==> src/rtl/heap_ctrl.sv <==
// Sequencer in front of the CMS heap-stage chain: paces key/value inserts, drains the chain
// before a top-of-heap read bubble, and captures the two entries that emerge from the tail.
module heap_ctrl #(
  parameter int KEY_WIDTH   = 32,
  parameter int VALUE_WIDTH = 32,
  parameter int NUM_STAGES  = 8
) (
  input  logic                   ap_clk,
  input  logic                   ap_reset,
  input  logic                   upd_valid,
  output logic                   upd_ready,
  input  logic [KEY_WIDTH-1:0]   upd_key,
  input  logic [VALUE_WIDTH-1:0] upd_value,
  input  logic                   rd_req,
  output logic                   rd_busy,
  output logic                   rd_done,
  output logic [KEY_WIDTH-1:0]   rd_key0,
  output logic [VALUE_WIDTH-1:0] rd_value0,
  output logic [KEY_WIDTH-1:0]   rd_key1,
  output logic [VALUE_WIDTH-1:0] rd_value1,
  output logic                   heap_read,
  output logic                   hs_kv_valid,
  output logic [KEY_WIDTH-1:0]   hs_key_test,
  output logic [KEY_WIDTH-1:0]   hs_key,
  output logic [VALUE_WIDTH-1:0] hs_value,
  input  logic [KEY_WIDTH-1:0]   tail_key,
  input  logic [VALUE_WIDTH-1:0] tail_value
);

  localparam int DRAIN_CYC = 2 * NUM_STAGES + 2;
  localparam int CNT_W     = $clog2(DRAIN_CYC + 1);
  localparam logic [CNT_W-1:0] DRAIN_LOAD = CNT_W'(DRAIN_CYC);
  localparam logic [CNT_W-1:0] CNT_ONE    = CNT_W'(1);

  typedef enum logic [2:0] {
    IDLE,
    ISSUE,
    GAP,
    DRAIN,
    RD_BUB,
    RD_CAP0,
    RD_CAP1,
    RD_DONE
  } state_t;

  state_t           state;
  logic             rd_pending;
  logic             last_rd;
  logic [CNT_W-1:0] drain_cnt;

  logic in_rd_phase;
  logic rd_accept;
  logic rd_want;
  logic rd_win;

  // A request arriving in IDLE competes in the same cycle it is accepted, so the
  // arbitration looks at the fresh request as well as the registered pending flag.
  // last_rd hands the next IDLE slot to a waiting update so neither side starves.
  assign in_rd_phase = (state == DRAIN) || (state == RD_BUB) || (state == RD_CAP0) ||
                       (state == RD_CAP1) || (state == RD_DONE);
  assign rd_busy     = rd_pending | in_rd_phase;
  assign rd_accept   = rd_req & ~rd_busy;
  assign rd_want     = rd_pending | rd_accept;
  assign rd_win      = rd_want & ~(last_rd & upd_valid);
  assign upd_ready   = ~ap_reset & (state == IDLE) & ~rd_win;

  always_ff @(posedge ap_clk) begin
    if (ap_reset) begin
      state       <= IDLE;
      rd_pending  <= 1'b0;
      last_rd     <= 1'b0;
      drain_cnt   <= '0;
      rd_done     <= 1'b0;
      rd_key0     <= '0;
      rd_value0   <= '0;
      rd_key1     <= '0;
      rd_value1   <= '0;
      heap_read   <= 1'b0;
      hs_kv_valid <= 1'b0;
      hs_key_test <= '0;
      hs_key      <= '0;
      hs_value    <= '0;
    end else begin
      if (rd_accept) begin
        rd_pending <= 1'b1;
      end
      case (state)
        IDLE: begin
          if (rd_win) begin
            drain_cnt <= DRAIN_LOAD;
            state     <= DRAIN;
          end else if (upd_valid) begin
            hs_key      <= upd_key;
            hs_key_test <= upd_key;
            hs_value    <= upd_value;
            hs_kv_valid <= 1'b1;
            last_rd     <= 1'b0;
            state       <= ISSUE;
          end
        end
        ISSUE: begin
          hs_kv_valid <= 1'b0;
          state       <= GAP;
        end
        // Extra idle cycle so the 2-cycle stage FSMs are free before the next insert.
        GAP: begin
          state <= IDLE;
        end
        // The chain settles while the counter runs out; the bubble is set up on the last tick.
        DRAIN: begin
          drain_cnt <= drain_cnt - CNT_ONE;
          if (drain_cnt == CNT_ONE) begin
            heap_read <= 1'b1;
            hs_key    <= '0;
            hs_value  <= '0;
            state     <= RD_BUB;
          end
        end
        RD_BUB: begin
          heap_read  <= 1'b0;
          rd_pending <= 1'b0;
          state      <= RD_CAP0;
        end
        RD_CAP0: begin
          rd_key0   <= tail_key;
          rd_value0 <= tail_value;
          state     <= RD_CAP1;
        end
        RD_CAP1: begin
          rd_key1   <= tail_key;
          rd_value1 <= tail_value;
          rd_done   <= 1'b1;
          state     <= RD_DONE;
        end
        RD_DONE: begin
          rd_done <= 1'b0;
          last_rd <= 1'b1;
          state   <= IDLE;
        end
        default: begin
          state <= IDLE;
        end
      endcase
    end
  end

endmodule

==> config.mk <==
export PLATFORM = sky130hd
export DESIGN_NAME = heap_ctrl
export DESIGN_NICKNAME = d
export VERILOG_FILES = /design/src/rtl/heap_ctrl.sv
export SDC_FILE = /design/constraint.sdc
export NUM_CORES = 1
export LEC_CHECK = 0
export CAP_MARGIN = 10
export CELL_PAD_IN_SITES_DETAIL_PLACEMENT = 1
export CELL_PAD_IN_SITES_GLOBAL_PLACEMENT = 2
export CORE_MARGIN = 10
export CORE_UTILIZATION = 23
export CTS_BUF_LIST = sky130_fd_sc_hd__clkbuf_8 sky130_fd_sc_hd__clkbuf_16
export CTS_CLUSTER_DIAMETER = 100
export DETAILED_ROUTE_END_ITERATION = 10
export GPL_ROUTABILITY_DRIVEN = 0
export MAX_ROUTING_LAYER = met4
export PLACE_DENSITY = 0.88
export REMOVE_ABC_BUFFERS = 1
export SLEW_MARGIN = 15
export SYNTH_ARGS = -nofsm -noshare
export SYNTH_HDL_FRONTEND = slang
export SYNTH_SLANG_ARGS = --single-unit
==> constraint.sdc <==
create_clock -name ap_clk -period 2 [get_ports ap_clk]
set_input_delay 0.3 -clock ap_clk [delete_from_list [all_inputs] [get_ports ap_clk]]
set_output_delay 0.3 -clock ap_clk [all_outputs]
set_load 0.02 [all_outputs]
==> flow_summary.html <==
<table>
<tr><th>Metric</th><th>Value</th></tr>
<tr><th colspan="2">Outcome</th></tr>
<tr><td>Outcome</td><td>finished clean</td></tr>
<tr><th colspan="2">Final layout</th></tr>
<tr><td>Fillers</td><td>4,108</td></tr>
<tr><td>Synthesis-to-finish area growth</td><td>63.3%</td></tr>
<tr><td>Area used by sequential logic in the layout</td><td>4760 µm²</td></tr>
<tr><td>Final non-filler cell total</td><td>1,766</td></tr>
<tr><td>Area used by multi-input combinational logic</td><td>3260 µm²</td></tr>
<tr><td>Fraction of layout cells with a size suffix above 1</td><td>0.0797</td></tr>
<tr><td>ANT cells</td><td>0</td></tr>
<tr><td>Final Net Count</td><td>1,419</td></tr>
<tr><th colspan="2">Drt</th></tr>
<tr><td>Drt total wl</td><td>35,200 µm</td></tr>
<tr><td>Overall via count from detail_route</td><td>8,388</td></tr>
<tr><td>Count of TritonRoute iterations in the first routing pass</td><td>6</td></tr>
<tr><td>Post-route ant nets</td><td>0</td></tr>
<tr><td>WL per Instance</td><td>19.9 µm</td></tr>
<tr><td>Final routed DRC violation total</td><td>0</td></tr>
<tr><td>DR vias/cell</td><td>4.75</td></tr>
<tr><td>1st-iter DRT viols</td><td>274</td></tr>
<tr><th colspan="2">Hold path</th></tr>
<tr><td>Min-Delay Path Depth</td><td>3</td></tr>
<tr><td>Start point of the worst min-delay path</td><td>ap_reset</td></tr>
<tr><td>Worst Hold Class</td><td>input pin to flip-flop</td></tr>
<tr><th colspan="2">Placement</th></tr>
<tr><td>Setup slack after placement</td><td>-0.0292 ns</td></tr>
<tr><td>HPWL after detailed placement</td><td>24,700 µm</td></tr>
<tr><td>Number of I/O port buffers</td><td>360</td></tr>
<tr><td># placed instances</td><td>1,716</td></tr>
<tr><th colspan="2">Worst setup path</th></tr>
<tr><td>Worst Setup Start Kind</td><td>flip-flop</td></tr>
<tr><td>Path length in cells of the critical path</td><td>1</td></tr>
<tr><td>Critical-path maximum fanout</td><td>2</td></tr>
<tr><td>Setup slack on the worst flop-to-flop path</td><td>0.23 ns</td></tr>
<tr><td>Critical Path RT</td><td>1.70 ns</td></tr>
<tr><td>Class of the most critical setup path</td><td>flip-flop to output port</td></tr>
<tr><td>Crit path buffers/inverters</td><td>1</td></tr>
<tr><td>Slowest cell on the critical path</td><td>clkdlybuf4s50_1</td></tr>
<tr><td>Slowest cell delay on critical path</td><td>0.66 ns</td></tr>
<tr><td>CP endpoint kind</td><td>output port</td></tr>
<tr><td>Cell count of the worst reg-to-reg path</td><td>6</td></tr>
<tr><td>First element of the critical path</td><td>hs_key[9]$_SDFFE_PP0P_</td></tr>
<tr><td>Series of cell instances along the critical path</td><td>clkdlybuf4s50_1</td></tr>
<tr><td>Arrival time at the worst endpoint</td><td>1.62 ns</td></tr>
<tr><td>Largest delay contributor family on the critical path</td><td>buffers and inverters</td></tr>
<tr><td>Reg2reg start</td><td>drain_cnt[1]$_SDFFE_PP0P_</td></tr>
<tr><th colspan="2">Run</th></tr>
<tr><td>Max-capacitance violation count</td><td>0</td></tr>
<tr><th colspan="2">Power</th></tr>
<tr><td>Total design power</td><td>11.6 mW</td></tr>
<tr><td>Standby leakage power</td><td>4.62 nW</td></tr>
<tr><td>Power per standard cell area</td><td>848 nW/µm²</td></tr>
<tr><td>IR drop worst, VDD</td><td>0.631 mV</td></tr>
<tr><th colspan="2">Synth</th></tr>
<tr><td>Synthesized-area fraction occupied by xor and xnor cells</td><td>0</td></tr>
<tr><td>Largest cells by area after synthesis</td><td>dfxtp_1 (57%), nand2_1 (12%), a21oi_1 (10%), a32o_1 (7.7%), nand3_1 (1.9%)</td></tr>
<tr><td>Share of the yosys chip area belonging to registers</td><td>0.568</td></tr>
<tr><td>Area share of the largest cell type after synthesis</td><td>0.568</td></tr>
<tr><td>Post-synthesis share of cell area spent on full adders, half adders and majority gates</td><td>0.00300</td></tr>
<tr><td>Cell with the most instances after synthesis</td><td>nand2_1</td></tr>
<tr><td>Synth Instances</td><td>943</td></tr>
<tr><td>Post-synthesis share of cell area spent on and, or, nand and nor gates</td><td>0.164</td></tr>
<tr><td>Most common library cells after synthesis</td><td>nand2_1 (258), dfxtp_1 (237), a21oi_1 (169)</td></tr>
<tr><td>Dominant combinational cell family by area after synthesis</td><td>compound AO/OA/AOI/OAI gates</td></tr>
<tr><td>Primary FF master, synth</td><td>dfxtp_1</td></tr>
<tr><td>Multiplexer share of the synthesized area</td><td>0</td></tr>
<tr><td>Syn Area/Cell</td><td>8.86 µm²</td></tr>
<tr><td>Post-synth cell types</td><td>39</td></tr>
<tr><td>Cell accounting for the most synthesized area</td><td>dfxtp_1</td></tr>
<tr><td>Post-synthesis compound-gate area fraction</td><td>0.219</td></tr>
<tr><td>Proportion of register bits with asynchronous set or reset after synthesis</td><td>0</td></tr>
<tr><td>Post-synthesis register bit count</td><td>237</td></tr>
<tr><td>EDFF count, synth</td><td>0</td></tr>
<tr><td>Post-Syn Area</td><td>8350 µm²</td></tr>
<tr><td>Synth warnings</td><td>0</td></tr>
<tr><th colspan="2">GRT</th></tr>
<tr><td>GRT Residual Overflow</td><td>0</td></tr>
<tr><td>Vias in the first global route</td><td>8,936</td></tr>
<tr><td>Wire length of the first global-routing pass</td><td>53,000 µm</td></tr>
<tr><td>Pin count of the biggest net entering global routing</td><td>133</td></tr>
<tr><td>Initial antenna violation count</td><td>0</td></tr>
<tr><td>All-layer global routing usage</td><td>0.155</td></tr>
<tr><th colspan="2">STA</th></tr>
<tr><td>Slew margin rel.</td><td>0.580</td></tr>
<tr><td>Peak Freq</td><td>521 MHz</td></tr>
<tr><td>Post-Route Skew</td><td>0.0116 ns</td></tr>
<tr><td>Final slew viol count</td><td>0</td></tr>
<tr><td>Setup ws final</td><td>0.0796 ns</td></tr>
<tr><td>Time the final worst path needs with I/O delays and setup</td><td>1.92 ns</td></tr>
<tr><td>Total of endpoints with negative setup slack in the final report</td><td>0</td></tr>
<tr><td>Transition time at the pin with the least slew margin</td><td>0.630 ns</td></tr>
<tr><td>Number of hold violations in the final report</td><td>0</td></tr>
<tr><td>Final period util</td><td>0.960</td></tr>
<tr><td>Unrepaired setup endpoints after global routing</td><td>false</td></tr>
<tr><th colspan="2">CTS</th></tr>
<tr><td>H-tree depth</td><td>1</td></tr>
<tr><td>Clk_lat worst skew</td><td>0.54 ns</td></tr>
<tr><td>Number of buffers created by CTS</td><td>27</td></tr>
<tr><td>Clock transition at the register clock pins on the worst setup and hold paths after CTS</td><td>0.06 ns</td></tr>
<tr><td>Buffer cell driving the clock tree root</td><td>clkbuf_16</td></tr>
<tr><td>Number of buffers on the longest clock path</td><td>3</td></tr>
<tr><td>Clk sinks</td><td>237</td></tr>
<tr><td>Clock tree from TritonCTS</td><td>built</td></tr>
<tr><td>Post-CTS Hold Fix Bufs</td><td>0</td></tr>
<tr><th colspan="2">Die</th></tr>
<tr><td>Floorplan row count</td><td>69</td></tr>
<tr><td>Core footprint</td><td>35,700 µm²</td></tr>
<tr><td>Die Footprint</td><td>44,300 µm²</td></tr>
<tr><td>Floorplan die width</td><td>211 µm</td></tr>
<tr><td>Initial Utilization</td><td>0.234</td></tr>
<tr><td>Die Y-Extent</td><td>211 µm</td></tr>
<tr><td>Number of top-level pins</td><td>361</td></tr>
</table>
layout by cell type, fill, tap and decap left out, types with 2 or more instances in the layout:
master             n
a21o_1             2
nor4b_4            2
a21oi_1          167
nand3b_1           3
a211oi_1           2
nor3_1             6
bufinv_16          5
nand3_1           32
a31oi_1            2
o21ai_1            5
inv_1              9
nor2_1             6
o21ai_0           31
o21bai_1           2
ha_1               2
clkdlybuf4s50_1  357
dfxtp_4            3
clkinv_2           8
a21oi_2            2
and3b_2            2
o21a_1             2
dfxtp_1          234
buf_6              2
or3_1              2
nand2_1          258
a221oi_1           3
clkbuf_16         27
buf_12            14
buf_4             25
a32o_1            64
nand2b_1           4
clkbuf_8           5
worst paths after layout:
path / to
setup / recovery: hs_key[9]
hold / removal: hs_key[1]$_SDFFE_PP0P_
setup reg to reg: hs_key[10]$_SDFFE_PP0P_
hold reg to reg: rd_key0[21]$_SDFFE_PP0P_
power breakdown:
group / switching (mW) / total (mW) / internal, mW
Sequential: 0.0984 / 4.94 / 4.84
Combinational: 0.668 / 1.30 / 0.635
Clock: 2.04 / 5.32 / 3.28
cell type report:
type                       count  area share
timing repair buffer         399       0.299
sequential                   237       0.349
tap                          461      0.0423
inverter                       6     0.00165
clock inverter                17      0.0154
multi-input combinational    614       0.239
clock buffer                  32      0.0546
registers in the layout, summed over array words and instances (netlist names), 3 cells and up:
name	count
rd_value0	32
hs_key	32
rd_key1	32
rd_key0	32
hs_value	32
rd_value1	32
hs_key_test	32
drain_cnt	5
state	3
per-layer routing:
metal	wire, µm	part of all wire	track usage
met5	0	0	-
met1	14900	0.42	0.176
met2	15400	0.44	0.241
met3	4120	0.12	0.0758
met4	804	0.023	0.0372
cells by family after synthesis:
| kind of cell | count (synthesis) |
|---|---|
| AO/OA/AOI/OAI | 289 |
| adder cells (fa/ha/maj) | 2 |
| flip-flops | 237 |
| buffers and inverters | 92 |
| AND/OR/NAND/NOR | 323 |
what timing repair did:
| item | CTS | global route |
|---|---|---|
| resized for setup | 10 | 2 |
| pin swaps | 1 | 1 |
| endpoints found under the setup margin | 2 | 31 |
| buffers inserted | 0 | 1 |
through the flow:
stage	util	setup TNS, ns	area, µm²	hold slack [ns]
3_3_place_gp	0.354	0	12600	0.441
3_5_place_dp	0.354	-0.493	12600	0.446
2_1_floorplan	-	-114.89	7990	0.369
5_1_grt	0.382	0	13600	0.282
6_report	0.382	0	13600	0.293
4_1_cts	0.381	0	13600	0.271
Power figures use the tool's default switching activity.
